===== src/rtl/mmio_pkg.sv =====
// Shared types and constants for the MMIO bus fabric: FSM states, status-slave
// register offsets and the packed error-information word.
package mmio_pkg;

    typedef enum logic {
        IDLE,
        WAIT
    } fsm_state_t;

    localparam logic [1:0] STATUS_ADDR_OFF = 2'd0;
    localparam logic [1:0] STATUS_INFO_OFF = 2'd1;

    localparam int unsigned ERR_CNT_W  = 16;
    localparam int unsigned ERR_INFO_W = 32;

    typedef struct packed {
        logic [ERR_CNT_W-1:0] cnt;
        logic                 we;
        logic                 sticky;
    } err_info_t;

    // Status word layout as seen by the CPU: {cnt, 14'b0, we, sticky}
    function automatic logic [ERR_INFO_W-1:0] pack_err_info(input err_info_t info);
        return {info.cnt, 14'b0, info.we, info.sticky};
    endfunction

endpackage


===== src/rtl/mmio_err_status.sv =====
// Bus-error capture registers and the read/clear mux of the built-in status slave.
module mmio_err_status
    import mmio_pkg::*;
#(
    parameter int unsigned ADDR_W = 32,
    parameter int unsigned DATA_W = 32
) (
    input  logic              clk_i,
    input  logic              rst_i,
    input  logic              capture_i,
    input  logic [ADDR_W-1:0] capture_addr_i,
    input  logic              capture_we_i,
    input  logic              clear_i,
    input  logic [1:0]        rd_off_i,
    output logic [DATA_W-1:0] rdata_c_o
);

    logic [ADDR_W-1:0] err_addr_q;
    err_info_t         info_q;

    // Capture takes priority; a clear never coincides with a capture.
    always_ff @(posedge clk_i) begin
        if (rst_i) begin
            err_addr_q <= '0;
            info_q     <= '0;
        end else if (capture_i) begin
            err_addr_q    <= capture_addr_i;
            info_q.sticky <= 1'b1;
            info_q.we     <= capture_we_i;
            if (info_q.cnt != '1) begin
                info_q.cnt <= info_q.cnt + ERR_CNT_W'(1);
            end
        end else if (clear_i) begin
            info_q <= '0;
        end
    end

    always_comb begin
        rdata_c_o = '0;
        case (rd_off_i)
            STATUS_ADDR_OFF: rdata_c_o = DATA_W'(err_addr_q);
            STATUS_INFO_OFF: rdata_c_o = DATA_W'(pack_err_info(info_q));
            default:         rdata_c_o = '0;
        endcase
    end

endmodule


===== src/rtl/mmio_bus_fabric.sv =====
// CPU-to-peripheral MMIO fabric: region decode, one-hot slave request with
// req/ack wait states, timeout watchdog and bus-error reporting.
module mmio_bus_fabric
    import mmio_pkg::*;
#(
    parameter int unsigned NUM_SLAVES = 4,
    parameter int unsigned ADDR_W     = 32,
    parameter int unsigned DATA_W     = 32,
    parameter int unsigned SEL_LSB    = 7,
    parameter int unsigned SEL_W      = 3,
    parameter int unsigned TIMEOUT    = 16
) (
    input  logic                         clk_i,
    input  logic                         rst_i,
    input  logic                         cpu_req_i,
    input  logic                         cpu_we_i,
    input  logic [ADDR_W-1:0]            cpu_addr_i,
    input  logic [DATA_W-1:0]            cpu_wdata_i,
    output logic [DATA_W-1:0]            cpu_rdata_o,
    output logic                         cpu_stall_o,
    output logic                         cpu_err_o,
    output logic [NUM_SLAVES-1:0]        sl_req_o,
    output logic                         sl_we_o,
    output logic [ADDR_W-1:0]            sl_addr_o,
    output logic [DATA_W-1:0]            sl_wdata_o,
    input  logic [NUM_SLAVES*DATA_W-1:0] sl_rdata_i,
    input  logic [NUM_SLAVES-1:0]        sl_ack_i
);

    localparam int unsigned WCNT_W = $clog2(TIMEOUT);

    fsm_state_t        state_q, state_d;
    logic [WCNT_W-1:0] wcnt_q, wcnt_d;
    logic [ADDR_W-1:0] addr_q, addr_d;
    logic [DATA_W-1:0] wdata_q, wdata_d;
    logic              we_q, we_d;
    logic [SEL_W-1:0]  sel_q, sel_d;

    logic [SEL_W-1:0]      sel_c;
    logic [SEL_W-1:0]      sel_eff;
    logic [NUM_SLAVES-1:0] req_hot;
    logic                  ack_sel;
    logic [DATA_W-1:0]     rdata_sel;

    logic              err_capture;
    logic [ADDR_W-1:0] err_cap_addr;
    logic              err_cap_we;
    logic              status_clear;
    logic [DATA_W-1:0] status_rdata;

    assign sel_c = cpu_addr_i[SEL_LSB +: SEL_W];

    // Slave steering follows the live address in IDLE and the latched select in WAIT.
    always_comb begin
        sel_eff   = (state_q == WAIT) ? sel_q : sel_c;
        req_hot   = '0;
        ack_sel   = 1'b0;
        rdata_sel = '0;
        for (int unsigned i = 0; i < NUM_SLAVES; i++) begin
            if (sel_eff == SEL_W'(i)) begin
                req_hot[i] = 1'b1;
                ack_sel    = sl_ack_i[i];
                rdata_sel  = sl_rdata_i[i*DATA_W +: DATA_W];
            end
        end
    end

    always_ff @(posedge clk_i) begin
        if (rst_i) begin
            state_q <= IDLE;
            wcnt_q  <= '0;
            addr_q  <= '0;
            wdata_q <= '0;
            we_q    <= 1'b0;
            sel_q   <= '0;
        end else begin
            state_q <= state_d;
            wcnt_q  <= wcnt_d;
            addr_q  <= addr_d;
            wdata_q <= wdata_d;
            we_q    <= we_d;
            sel_q   <= sel_d;
        end
    end

    always_comb begin
        state_d      = state_q;
        wcnt_d       = wcnt_q;
        addr_d       = addr_q;
        wdata_d      = wdata_q;
        we_d         = we_q;
        sel_d        = sel_q;
        sl_req_o     = '0;
        sl_we_o      = cpu_we_i;
        sl_addr_o    = cpu_addr_i;
        sl_wdata_o   = cpu_wdata_i;
        cpu_stall_o  = 1'b0;
        cpu_err_o    = 1'b0;
        cpu_rdata_o  = '0;
        err_capture  = 1'b0;
        err_cap_addr = cpu_addr_i;
        err_cap_we   = cpu_we_i;
        status_clear = 1'b0;

        case (state_q)
            IDLE: begin
                if (cpu_req_i) begin
                    if (sel_c < SEL_W'(NUM_SLAVES)) begin
                        sl_req_o = req_hot;
                        if (ack_sel) begin
                            cpu_rdata_o = rdata_sel;
                        end else begin
                            cpu_stall_o = 1'b1;
                            addr_d      = cpu_addr_i;
                            wdata_d     = cpu_wdata_i;
                            we_d        = cpu_we_i;
                            sel_d       = sel_c;
                            wcnt_d      = '0;
                            state_d     = WAIT;
                        end
                    end else if (sel_c == SEL_W'(NUM_SLAVES)) begin
                        cpu_rdata_o  = status_rdata;
                        status_clear = cpu_we_i && (cpu_addr_i[3:2] == STATUS_INFO_OFF);
                    end else begin
                        cpu_err_o   = 1'b1;
                        err_capture = 1'b1;
                    end
                end
            end
            WAIT: begin
                sl_req_o   = req_hot;
                sl_we_o    = we_q;
                sl_addr_o  = addr_q;
                sl_wdata_o = wdata_q;
                if (ack_sel) begin
                    cpu_rdata_o = rdata_sel;
                    state_d     = IDLE;
                end else if (wcnt_q == WCNT_W'(TIMEOUT - 2)) begin
                    // Counter would reach TIMEOUT-1 this cycle: give up, report error.
                    cpu_err_o    = 1'b1;
                    err_capture  = 1'b1;
                    err_cap_addr = addr_q;
                    err_cap_we   = we_q;
                    state_d      = IDLE;
                end else begin
                    cpu_stall_o = 1'b1;
                    wcnt_d      = wcnt_q + WCNT_W'(1);
                end
            end
            default: state_d = IDLE;
        endcase
    end

    mmio_err_status #(
        .ADDR_W (ADDR_W),
        .DATA_W (DATA_W)
    ) u_err_status (
        .clk_i          (clk_i),
        .rst_i          (rst_i),
        .capture_i      (err_capture),
        .capture_addr_i (err_cap_addr),
        .capture_we_i   (err_cap_we),
        .clear_i        (status_clear),
        .rd_off_i       (cpu_addr_i[3:2]),
        .rdata_c_o      (status_rdata)
    );

endmodule


===== config.mk =====
export PLATFORM = sky130hd
export DESIGN_NAME = mmio_bus_fabric
export DESIGN_NICKNAME = d
export VERILOG_FILES = /design/src/rtl/mmio_pkg.sv /design/src/rtl/mmio_err_status.sv /design/src/rtl/mmio_bus_fabric.sv
export SDC_FILE = /design/constraint.sdc
export NUM_CORES = 1
export LEC_CHECK = 0
export BUFFER_PORTS_ARGS = -buffer_cell sky130_fd_sc_hd__buf_2
export CORE_ASPECT_RATIO = 0.6
export CORE_MARGIN = 4
export CORE_UTILIZATION = 52
export CTS_CLUSTER_DIAMETER = 60
export DETAILED_ROUTE_END_ITERATION = 8
export GPL_ROUTABILITY_DRIVEN = 1
export PLACE_DENSITY = 0.86
export SYNTH_ARGS = -nofsm -noshare
export SYNTH_HDL_FRONTEND = slang
export SYNTH_SLANG_ARGS = --single-unit
export TNS_END_PERCENT = 5

===== constraint.sdc =====
create_clock -name clk_i -period 7.3 [get_ports clk_i]
set_clock_uncertainty 0.2 [all_clocks]
set_input_delay 1.46 -clock clk_i [delete_from_list [all_inputs] [get_ports clk_i]]
set_output_delay 1.46 -clock clk_i [all_outputs]
set_load 0.005 [all_outputs]

==> flow_results.org, run 1 <==
** Outcome
- The flow ran to the end, and the final reports show no timing, DRC or antenna violations.

** Yosys
- Synthesis instantiated 52 different standard cells from the library.
- During synthesis, Yosys emitted a total of 0 warnings.
- Synthesis produced ~880 cells.
- Flop and latch count out of synthesis :: 120
- Most used DFF post-synth :: sky130_fd_sc_hd__dfxtp_1
- Number of nets produced by synthesis :: 1,086
- Mean Syn Cell Area :: approximately 8.0 sq um
- Post-synthesis sequential area ratio :: 0.3397
- Mapped Area :: just over 7000 sq um
- Share of flip-flops with an asynchronous set or reset after synthesis :: 0
- In this run, synthesis inferred 0 flip-flops with an integrated enable.

** Die
- Full die area :: ~16,000 sq um
- The region available for standard cell placement spans about 13,000 sq um.
- Measured along the x axis, the die boundary spans 158.6 um.
- Top-Level Pins :: between 300 and 400
- The die is around 98 um tall.
- The initial utilization of the core area, before any placement, comes to 0.5418.
- The initialized floorplan defines 32 standard-cell rows.

** Placement
- Count of input and output buffers :: around 300
- Area after detailed placement :: around 8600 sq um
- Timing analysis after detailed placement gives a worst setup slack of about 1.6 ns.
- After legalization and detailed placement, the total HPWL measured ~19,000 um.
- GP Congestion :: roughly 1.1

** GRT
- The layer flagged by global routing as most heavily used is met2.
- Summed over all layers, the global routing overflow is 0.
- Initial antenna violation count :: 5
- Entering global routing, the biggest net connects a little under 80 pins.
- The first global-routing pass estimated approximately 39,000 um of wire.
- The number of global-route vias before repair is approximately 7,200.
- Global routing met1 resource utilization :: 0.4233
- Total global routing track utilization :: 0.3102
- In the global route stage, met2 resource usage came out at 0.4650.
- Global-route met3 utilization :: 0.09655

** Pwr
- Worst vdd ir :: about 0.00016 V
- Leakage power :: roughly 4.1 nW
- Power density relative to cell area :: between 200 and 250 nW/um^2

** Timing
- At the pin with the least slew margin, the transition time is about 1.3 ns.
- The number of hold-slack violations in the final timing report came to 0.
- Final setup violation count :: 0
- Max-slew headroom :: 0.1494
- Final count of pins violating max slew :: 0
- Sum of negative setup slack :: 0 ns
- Dividing the final minimum period by the clock period gives 0.7881.
- The tightest hold path in the finished design has a slack of about 0.25 ns.
- Setup repair after global routing left no endpoint under its margin.
- Worst setup slack after layout :: around 1.5 ns
- Static timing analysis puts the maximum clock frequency at ~0.17 GHz.
- The smallest clock period supported by the final layout is computed as between 5 and 6 ns.

** Worst setup path
- Origin of the worst setup path :: cpu_addr_i[9]
- Measured in cells, the most critical reg-to-reg path has a length of 7.
- Endpoint type of the worst setup path :: primary output
- STA puts the critical path data required time at approximately 5.6 ns.
- The worst setup path is launched from an input port.
- Signal arrival time at the worst endpoint :: ~4 ns
- CP Class :: input port to primary output
- Reg2reg start :: state_q
- Largest fanout of any net on the critical path :: 38

** Routing
- The detailed router finished its first iteration with 808 violations.
- The first detailed-routing pass took 5 iterations.
- After detailed routing, the average wire length per cell comes to between 15 and 20 um.
- In this run the remaining antenna-violating nets after routing total 0.
- Summed over all layers, the routed wires come to between 20,000 and 30,000 um.
- Drt via density :: between 5 and 6
- Number of remaining DRC errors :: 0
- For this block, the via count after detailed routing is between 7,000 and 8,000.

** Layout
- For this run, the share of the core covered by cells in the final layout is 0.7035.
- Multi-input logic area :: 4364 sq um
- Net total in the final layout :: between 1,000 and 1,500
- From synthesis to final layout, the design area changed by 29.85%.
- After filler insertion, the fill cell instance count of the layout stands at 1,085.
- Fraction of final layout cells with drive strength greater than 1 :: 0.3678
- Summing all flip-flop and latch instances after layout gives 2406 sq um.
- The finished cells cover about 9000 sq um.

** Min path
- Worst hold stages :: 2
- The worst hold path belongs to the class flop to flop.
- The worst hold path begins at wdata_q[0].

** Clocking
- After clock tree synthesis, the clock-pin slew on the worst setup and hold paths is approximately 0.060 ns.
- CTS placed an instance of sky130_fd_sc_hd__clkbuf_16 at the clock tree root.
- Total setup buffers inserted after CTS :: 0
- Max clock buf depth :: 2
- The clock net in this run drives a total of 120 sinks.
- Clock tree synthesis inserted a total of 17 buffers.
- The H-tree generated during clock tree synthesis spans 4 levels.
- Clock tree from TritonCTS :: done
- In this run, post-CTS hold repair placed 0 buffers.
- The later pin in the worst-skew pair is clocked with a latency of ~0.4 ns.
- Total of cells resized after clock tree synthesis :: 0

** Job
- Max-cap violations in this run came to 0.
metal layers:
layer	wire, um	vias up
met4	577	4
li1	-	3684
met3	2933	66
met2	11390	424
met1	10630	3701
met5	27	-
placed cells by master (no fill, tap or decap), types with 3 or more instances in the layout:
cell type / n
sky130_fd_sc_hd__a21oi_1: 75
sky130_fd_sc_hd__a22o_1: 14
sky130_fd_sc_hd__a311oi_1: 31
sky130_fd_sc_hd__buf_2: 301
sky130_fd_sc_hd__buf_4: 9
sky130_fd_sc_hd__bufinv_16: 3
sky130_fd_sc_hd__clkbuf_16: 17
sky130_fd_sc_hd__clkinv_2: 5
sky130_fd_sc_hd__dfxtp_1: 119
sky130_fd_sc_hd__ha_1: 3
sky130_fd_sc_hd__inv_1: 8
sky130_fd_sc_hd__mux2_2: 65
sky130_fd_sc_hd__mux2i_1: 82
sky130_fd_sc_hd__nand2_1: 222
sky130_fd_sc_hd__nand3_1: 9
sky130_fd_sc_hd__nand4_1: 8
sky130_fd_sc_hd__nor2_1: 41
sky130_fd_sc_hd__nor3_1: 12
sky130_fd_sc_hd__o2111ai_1: 3
sky130_fd_sc_hd__o211ai_1: 4
sky130_fd_sc_hd__o21a_1: 3
sky130_fd_sc_hd__o21ai_0: 26
sky130_fd_sc_hd__o22ai_1: 34
sky130_fd_sc_hd__or3_1: 6
sky130_fd_sc_hd__or4_1: 5
sky130_fd_sc_hd__xor2_1: 3
cell usage after synthesis (4+ instances only):
cell,count,area [sq um]
sky130_fd_sc_hd__a21oi_1,76,380.4
sky130_fd_sc_hd__a22o_1,14,122.6
sky130_fd_sc_hd__a311oi_1,31,271.5
sky130_fd_sc_hd__buf_1,11,41.29
sky130_fd_sc_hd__buf_2,27,135.1
sky130_fd_sc_hd__clkbuf_1,35,131.4
sky130_fd_sc_hd__dfxtp_1,120,2402
sky130_fd_sc_hd__inv_1,8,30.03
sky130_fd_sc_hd__mux2_2,65,732.0
sky130_fd_sc_hd__mux2i_1,82,820.8
sky130_fd_sc_hd__nand2_1,222,833.3
sky130_fd_sc_hd__nand3_1,9,45.04
sky130_fd_sc_hd__nand4_1,8,50.05
sky130_fd_sc_hd__nor2_1,42,157.7
sky130_fd_sc_hd__nor3_1,12,60.06
sky130_fd_sc_hd__o211ai_1,4,30.03
sky130_fd_sc_hd__o21ai_0,26,130.1
sky130_fd_sc_hd__o22ai_1,34,212.7
sky130_fd_sc_hd__or3_1,7,43.79
sky130_fd_sc_hd__or4_1,5,37.54
through the flow:
stage | std cells | power (mW)
CTS | 1320 | 1.900
global route | 1322 | 1.968
finish | 1322 | 1.897
floorplan | 883 | 0.9208
global placement | 1288 | 1.064
detailed placement | 1288 | 1.071
sequential cells by signal, indices dropped and copies added (netlist names):
| register | count |
|---|---|
| wcnt_q | 4 |
| addr_q | 32 |
| we_q | 1 |
| state_q | 1 |
| u_err_status.info_q | 18 |
| u_err_status.err_addr_q | 32 |
| wdata_q | 32 |
critical path, stage by stage:
cell and delay (ns):
sky130_fd_sc_hd__buf_2 0.18, sky130_fd_sc_hd__nor3b_1 0.37, sky130_fd_sc_hd__a31oi_4 0.04, sky130_fd_sc_hd__buf_4 0.29
sky130_fd_sc_hd__o22a_2 0.31, sky130_fd_sc_hd__nor2_2 0.99, sky130_fd_sc_hd__nand2_1 0.13, sky130_fd_sc_hd__o21ai_0 0.15
sky130_fd_sc_hd__buf_2 0.15
area by class of cell:
class,count,share of cell area
multi-input cells,679,0.4753
diodes,2,0.0005450
clock inverters,13,0.01676
well taps,170,0.02316
repair buffers,310,0.1714
inverters,9,0.003679
flip-flops and latches,120,0.2620
clock buffers,19,0.04715
final timing paths:
check,endpoint,slack [ns]
max,cpu_rdata_o[24],1.55
min,wdata_q[0],0.25
max reg2reg,addr_q[20],2.92
min reg2reg,wdata_q[0],0.25
kinds of logic after synthesis:
logic type | Yosys count | share of synthesized area
AND/OR/NAND/NOR | 318 | 0.1868
AO/OA/AOI/OAI | 205 | 0.1874
multiplexers | 150 | 0.2266
flip-flops | 120 | 0.3397
buffers and inverters | 84 | 0.05042
XOR/XNOR | 3 | 0.003716
adder cells (fa/ha/maj) | 3 | 0.005308
where the power goes:
group          total (mW)  internal (mW)  switching (mW)
logic               0.346          0.164           0.182
clock network       0.834          0.534           0.300
registers           0.717          0.683          0.0334
(Power assumes the default switching activity.)
==> inputs of run 2 (changes only) <==
Settings changed: ABC_AREA from default to 1, CORE_UTILIZATION 52 to 44, PLACE_DENSITY 0.86 to 0.77.
Clock period 7.3 ns to 4.6 ns, I/O delays scaled along.
==> flow_results.org, run 2 <==
** Outcome
- Status :: completed

** Die
- Full die area :: 18,690 sq um (+20%)
- The placeable core area is 16,220 sq um (+24%).
- Die extent in x :: 173.8 um (+9.6%)
- Initial cell density of the core :: 0.4477 (-0.09411)
- The number of cell rows is 36 (+13%).
- The boundary pin count came to 303 (unchanged).
- The die outline height was 107.5 um (+9.3%).

** Routing
- 1st-iter DRT viols :: 1,033 (+28%)
- The routed via count was 8,838 (+12%).
- The per-cell via count in the routed design came to 5.655 (-5.1%).
- The detailed-router iteration count before antenna repair is 6 (+1).
- Post-DRT Antenna Nets :: 0 (unchanged)
- The number of design rule violations left after detail routing was 0 (unchanged).
- Wirelength per Cell :: 18.11 um (-6.3%)
- Wirelength, routed :: 28,310 um (+11%)

** Worst setup path
- Reg-to-reg slack, setup :: 0.70 ns (-2.22 ns)
- Endpoint type of the worst setup path :: primary output
- The data required time of the critical path is 3.48 ns (-2.16 ns).
- The worst register-to-register path begins at state_q.
- The worst reg2reg path depth was 13 (+6).
- The critical path is of the flop to primary output type.
- The worst endpoint data arrival time was 3.18 ns (-0.91 ns).
- Capture point of the worst reg-to-reg path :: addr_q[28]
- Largest fanout of any net on the critical path :: 18 (-53%)
- STA classifies the critical path startpoint as a flop.

** Layout
- Final instance area :: 9356 sq um (+1.9%)
- Most common cell after layout, fill and taps aside :: sky130_fd_sc_hd__buf_2
- Compared with the post-synthesis result, the final layout area differs by 28.89%.
- The largest registers in the layout are addr_q: 32 flops, u_err_status.err_addr_q: 32 flops, wdata_q: 32 flops.
- Commonest cells after routing, fill and taps aside :: 302 x sky130_fd_sc_hd__buf_2, 182 x sky130_fd_sc_hd__nand2_1, 174 x sky130_fd_sc_hd__nand3_1
- The layout net count came to 1,543 (+15%).
- Layout Cells excl Fill :: 1,563 (+18%)
- Fraction of final layout cells with drive strength greater than 1 :: 0.2929 (-0.07493)

** Placement
- The placement-stage worst setup slack is 0.4945 ns (-1.132 ns).
- Area after detailed placement :: 8787 sq um (+2.3%)
- GP Congestion :: 0.9800 (-9.2%)
- The count of input and output buffers was 302 (unchanged).
- Placed instance count :: 1,530 (+19%)
- The half-perimeter wire length after placement is 21,220 um (+14%).

** Clocking
- CTS hold repair buffers :: 0 (unchanged)
- Max clock buf depth :: 2 (unchanged)
- Clock tree from TritonCTS :: done
- Clock edge transition at the registers on the reported setup and hold paths :: 0.06 ns (about the same)
- Root Buffer Master :: sky130_fd_sc_hd__clkbuf_16
- The clock buffer count from CTS is 17 (unchanged).
- Clock net sink count :: 120 (unchanged)
- Depth of the CTS H-tree :: 4 (unchanged)
- The count of cells resized by post-cts repair came to 0 (unchanged).
- Clock network latency to the later pin of the worst-skew pair :: 0.41 ns (about the same)
- The setup fix buffers added after clock tree synthesis is 0 (unchanged).

** Timing
- Worst setup slack after layout :: 0.2994 ns (-1.247 ns)
- Final setup violation count :: 0 (unchanged)
- Fmax :: ~0.23 GHz
- Final Cycle Share :: 0.9349
- RSZ-0062 raised after global routing :: no
- The routed design could run at a clock period as short as between 4 and 5 ns.
- Actual transition at the worst max-transition pin :: 1.166 ns (-0.1089 ns)
- The headroom to the max-slew limit was 0.2229 (+0.07351).
- The final setup TNS came to 0 ns (unchanged).
- The number of hold-slack violations in the final timing report is 0 (unchanged).
- Final count of pins violating max slew :: 0 (unchanged)

** Yosys
- Mean Syn Cell Area :: 6.672 sq um (-17%)
- The synthesized design spends more area on one cell type than any other, namely sky130_fd_sc_hd__dfxtp_1.
- Mapped Area :: 7259 sq um (+2.7%)
- The count of unique library cells instantiated by Yosys is 42 (-19%).
- The proportion of synthesized chip area in sequential cells is 0.3309 (-0.008782).
- Number of standard cells after synthesis :: 1,088 (+23%)
- Area share of the leading cell type in the synthesized netlist :: 0.3309 (-0.008782)
- EDFF count, synth :: 0 (unchanged)
- The commonest cells after synthesis are 182 x sky130_fd_sc_hd__nand2_1, 174 x sky130_fd_sc_hd__nand3_1, 129 x sky130_fd_sc_hd__o21ai_0.
- The most used flip-flop cell after synthesis is sky130_fd_sc_hd__dfxtp_1.
- The share of flip-flops with an asynchronous set or reset came to 0 (unchanged).
- Flop and latch count out of synthesis :: 120 (unchanged)
- By area the synthesized netlist is led by sky130_fd_sc_hd__dfxtp_1 33%, sky130_fd_sc_hd__nand3_1 12%, sky130_fd_sc_hd__nand2_1 9.4%.
- Top-count cell post-synth :: sky130_fd_sc_hd__nand2_1
- The synthesis warning total is 0 (unchanged).
- The net count after synthesis was 1,291 (+19%).

** GRT
- Initial antenna violation count :: 2 (-3)
- The number of global-route vias before repair came to 7,911 (+9.6%).
- Maximum number of pins on one net before global-route repair :: 119 (+53%)
- The first-pass GRT wire length was 42,600 um (+10%).
- Global route overflow :: 0 (unchanged)
- Total global routing track utilization :: 0.2849 (-0.02521)

** Min path
- The hold-critical path depth is 2 (unchanged).
- Endpoint with the worst hold slack :: wdata_q[18]
- The worst hold path begins at wdata_q[18].
- The path class of the tightest hold or removal check is flop to flop.

** Pwr
- The worst voltage drop across the vdd grid is 0.0001687 V (+3.5%).
- The leakage dissipation was 4.062 nW (-0.67%).
- The total power per unit cell area was 328.9 nW/um^2 (+59%).

** Job
- Count of maximum capacitance violations :: 0 (unchanged)
[run 2: cell count changes after synthesis, moves of 12 or more]
cell | previous run | this run
sky130_fd_sc_hd__nand3_1 | 9 | 174
sky130_fd_sc_hd__a31oi_1 | 1 | 30
sky130_fd_sc_hd__nor2_1 | 42 | 30
sky130_fd_sc_hd__mux2i_1 | 82 | 0
sky130_fd_sc_hd__inv_1 | 8 | 107
sky130_fd_sc_hd__clkbuf_1 | 35 | 53
sky130_fd_sc_hd__a311oi_1 | 31 | 0
sky130_fd_sc_hd__a22o_1 | 14 | 0
sky130_fd_sc_hd__o221ai_1 | 0 | 28
sky130_fd_sc_hd__o22ai_1 | 34 | 5
sky130_fd_sc_hd__o21ai_0 | 26 | 129
sky130_fd_sc_hd__mux2_2 | 65 | 0
sky130_fd_sc_hd__nand2_1 | 222 | 182
sky130_fd_sc_hd__o21ai_1 | 1 | 44
[run 2: logic make-up (layout without fill, tap and decap cells)]
family,Yosys count,count (layout),share of synthesized area
buffers and inverters,199,463,0.1155
AOI/OAI and AO/OA,336,336,0.2639
DFF,120,120,0.3309
other,0,2,0
xor gates and xnor gates,7,7,0.008446
adders and majority gates,3,3,0.005171
and+or+nand+nor,423,423,0.2761
[run 2: stage by stage]
step	hold slack, ns	utilization	total power [mW]
3_5_place_dp	0.2404	0.5419	1.806
5_1_grt	0.2631	0.5770	3.206
6_report	0.2496	0.5770	3.077
3_3_place_gp	0.2349	0.5419	1.799
2_1_floorplan	0.2245	-	1.523
4_1_cts	0.2494	0.5767	3.077
[run 2: area by class of cell]
class                      instances  area, sq um
inverter                         111        417.9
clock buffer                      17        425.4
multi-input combinational        769         4039
clock inverter                    14        138.9
tap                              209        261.5
fill                            1580         6859
timing repair buffer             321         1667
sequential                       120         2402
antenna                            2        5.005
[run 2: worst max-delay path by stage]
stage | startpoint | slack, ns | cells past startpoint | endpoint
after global routing | state_q | 0.04 | 12 | cpu_stall_o
after global placement | cpu_addr_i[7] | 0.50 | 11 | cpu_rdata_o[4]
after detailed placement | cpu_addr_i[7] | 0.49 | 11 | cpu_rdata_o[4]
after CTS | state_q | 0.31 | 12 | cpu_rdata_o[4]
after floorplan | cpu_addr_i[9] | 1.37 | 9 | cpu_rdata_o[22]
final | state_q | 0.30 | 12 | cpu_rdata_o[29]
[run 2: report_power, final]
part / leakage (nW) / internal, mW / total (mW) / switching, mW
registers: 0.980 / 1.11 / 1.14 / 0.0314
logic: 2.81 / 0.241 / 0.659 / 0.417
clock network: 0.269 / 0.754 / 1.28 / 0.528
[run 2: critical path, cell delays in order (launching register included)]
cell	delay (ns)
sky130_fd_sc_hd__dfxtp_1	0.56
sky130_fd_sc_hd__clkinv_2	0.24
sky130_fd_sc_hd__nand2_1	0.23
sky130_fd_sc_hd__nand2_4	0.11
sky130_fd_sc_hd__nor2_4	0.13
sky130_fd_sc_hd__nand2_1	0.08
sky130_fd_sc_hd__inv_1	0.42
sky130_fd_sc_hd__buf_12	0.21
sky130_fd_sc_hd__nand2_1	0.05
sky130_fd_sc_hd__nand3_1	0.07
sky130_fd_sc_hd__o221ai_1	0.26
sky130_fd_sc_hd__o211ai_1	0.26
sky130_fd_sc_hd__buf_2	0.15
[run 2: routing by layer]
layer | vias to the layer above | wire (um) | global-route usage
li1 | 4269 | - | -
met1 | 4110 | 12750 | 0.3982
met2 | 406 | 12150 | 0.4242
met3 | 53 | 2646 | 0.07933
met4 | 0 | 770 | 0.09543
met5 | - | 0 | 0
==> inputs of run 3 (changes only) <==
--- a/constraint.sdc
+++ b/constraint.sdc
@@ -3,3 +3,3 @@
 set_input_delay 0.92 -clock clk_i [delete_from_list [all_inputs] [get_ports clk_i]]
 set_output_delay 0.92 -clock clk_i [all_outputs]
-set_load 0.005 [all_outputs]
+set_load 0.1 [all_outputs]
==> flow_results.org, run 3 (same netlist as run 2, synthesis figures left out) <==
** Outcome
- Status :: completed

** Routing
- Post-DRT Antenna Nets :: 0 (unchanged)
- The average wire length per cell after detail routing is 18.06 um (-0.31%).
- The per-cell via count in the routed design came to 5.698 (+0.78%).
- Number of detailed-routing iterations run before antenna repair :: 7 (+1)
- The number of design rule violations left after detail routing came to 0 (unchanged).
- The post-detailed-routing wire length came to 28,310 um (about the same).
- The violation count after the first detailed-route iteration is 993 (-3.9%).
- Vias :: 8,935 (+1.1%)

** Worst setup path
- The worst setup path is captured at a primary output.
- Data required time of the worst path :: 3.48 ns (about the same)
- Register-to-Register Path Depth :: 13 (unchanged)
- The largest fanout on the critical path is 23 (+5).
- Signal arrival time at the worst endpoint :: 3.30 ns (+0.12 ns)
- Capture point of the worst reg-to-reg path :: wdata_q[9]
- Crit start category :: flop
- The worst register-to-register path begins at state_q.
- Reg-to-reg slack, setup :: 1.19 ns (+0.49 ns)
- CP Class :: flop to primary output

** Clocking
- Max clock buf depth :: 2 (unchanged)
- Clock buffer count from CTS :: 17 (unchanged)
- The clock latency reported for the late side of the worst-skew pair was 0.41 ns (about the same).
- Clock tree from TritonCTS :: done
- Root Buffer Master :: sky130_fd_sc_hd__clkbuf_16
- The number of sinks on the clock net was 120 (unchanged).
- Clock edge transition at the registers on the reported setup and hold paths :: 0.06 ns (about the same)
- Depth of the CTS H-tree :: 4 (unchanged)

** Die
- Die extent in x :: 173.8 um (unchanged)
- Floorplan core area :: 16,220 sq um (unchanged)
- Full die area :: 18,690 sq um (unchanged)
- Floorplan die height :: 107.5 um (unchanged)
- The number of cell rows was 36 (unchanged).
- Top-Level Pins :: 303 (unchanged)
- Initial cell density of the core :: 0.4477 (unchanged)

** Layout
- The final design instance area without fill came to 10,010 sq um (+7.0%).
- Most common cell after layout, fill and taps aside :: sky130_fd_sc_hd__buf_2
- Largest registers :: addr_q: 32 flops, u_err_status.err_addr_q: 32 flops, wdata_q: 32 flops
- Commonest cells after routing, fill and taps aside :: 267 x sky130_fd_sc_hd__buf_2, 180 x sky130_fd_sc_hd__nand2_1, 174 x sky130_fd_sc_hd__nand3_1
- The area growth from synthesis to layout is 37.90%.
- The utilization after layout is 0.6174 (+0.04036).
- The share of final-layout standard cells stronger than drive strength 1 came to 0.3001 (+0.007248).
- The layout net count was 1,546 (+0.19%).

** Timing
- Fmax :: 0.2261 GHz (-2.8%)
- Final setup violation count :: 0 (unchanged)
- The headroom to the max-slew limit is 0.2490 (+0.02612).
- RSZ-0062 raised after global routing :: no
- Final count of pins violating max slew :: 0 (unchanged)
- The ratio of final minimum period to clock period is 0.9614 (+0.02653).
- Clock period minus worst slack :: 4.423 ns (+0.1220 ns)
- The number of hold-slack violations in the final timing report came to 0 (unchanged).
- The pin slew with the least headroom to its limit was 1.126 ns (-0.03918 ns).

** Pwr
- Worst vdd ir :: 0.0002383 V (+41%)
- The leakage dissipation is 4.199 nW (+3.4%).
- Power density relative to cell area :: 379.3 nW/um^2 (+15%)

** Min path
- The min-delay analysis places its worst path in the category flop to flop.
- The hold-critical path depth was 2 (unchanged).
- Endpoint with the worst hold slack :: wdata_q[11]
- HP Start :: wdata_q[11]

** GRT
- The largest net degree at the start of global routing was 118 (-0.84%).
- The number of global-route vias before repair was 8,002 (+1.2%).
- Initial antenna violation count :: 4 (+2)
- The global-route usage over all layers was 0.2854 (+0.0004978).
- Global route overflow :: 0 (unchanged)
- The first-pass GRT wire length came to 43,130 um (+1.2%).

** Placement
- Area after detailed placement :: 9330 sq um (+6.2%)
- The placer's final routability congestion estimate is 1.017 (+3.8%).
- The count of input and output buffers is 302 (unchanged).
- Detailed placement HPWL :: 20,930 um (-1.4%)

** Job
- The number of max-cap violations is 0 (unchanged).
## run 3: what timing repair did
item	4_1_cts	5_1_grt
hold endpoints to repair	0	0
setup buffers	0	2
resized for setup	0	7
endpoints found under the setup margin	0	32
hold buffers	0	0
## run 3: per-stage QoR
step / TNS [ns] / std cells / hold slack (ns) / setup WS, ns / power [mW]
2_1_floorplan: -1.835 / 1088 / 0.2245 / -0.1602 / 2.038
3_3_place_gp: 0 / 1530 / 0.2349 / 0.3352 / 2.366
3_5_place_dp: 0 / 1530 / 0.2414 / 0.3022 / 2.380
4_1_cts: 0 / 1562 / 0.2493 / 0.08804 / 3.789
5_1_grt: 0 / 1568 / 0.2629 / 0.04241 / 3.933
6_report: 0 / 1568 / 0.2477 / 0.1774 / 3.797
## run 3: power by group
group          switching (mW)  leakage, nW  internal (mW)  total [mW]
Sequential             0.0325        0.980           1.11        1.14
Clock                   0.500        0.301          0.912        1.41
Combinational           0.951         2.92          0.295        1.25
## run 3: worst max path at each step
stage | end | slack [ns] | start
detailed placement | cpu_rdata_o[8] | 0.30 | cpu_addr_i[7]
global route | cpu_rdata_o[29] | 0.04 | state_q
floorplan | cpu_rdata_o[3] | -0.16 | cpu_addr_i[9]
global placement | cpu_rdata_o[8] | 0.34 | cpu_addr_i[9]
CTS | cpu_rdata_o[8] | 0.09 | state_q
finish | cpu_rdata_o[23] | 0.18 | state_q
## run 3: metal layers
metal	track usage	part of all wire	wire, um
met2	0.4311	0.43	12280
met3	0.08564	0.10	2916
met4	0.08187	0.025	717
met5	0	0.00025	7
met1	0.3955	0.44	12390
## run 3: area by class of cell
type,instances,area (sq um)
fillers,1526,6205
multi-input cells,769,4076
flip-flops and latches,120,2402
repair buffers,323,2207
clock buffers,18,429.2
inverters,111,421.7
well taps,209,261.5
clock inverters,14,197.7
repair inverters,1,7.507
diodes,3,7.507
## run 3: worst max-delay path, cell delays in order (launching register included)
cell	delay [ns]
sky130_fd_sc_hd__dfxtp_1	0.57
sky130_fd_sc_hd__clkinv_2	0.26
sky130_fd_sc_hd__nand2_1	0.24
sky130_fd_sc_hd__nand2_4	0.12
sky130_fd_sc_hd__nor2_4	0.16
sky130_fd_sc_hd__nand2_1	0.08
sky130_fd_sc_hd__inv_1	0.32
sky130_fd_sc_hd__buf_12	0.22
sky130_fd_sc_hd__nand2_1	0.06
sky130_fd_sc_hd__nand3_1	0.13
sky130_fd_sc_hd__o221ai_1	0.22
sky130_fd_sc_hd__o21ai_1	0.29
sky130_fd_sc_hd__buf_12	0.21
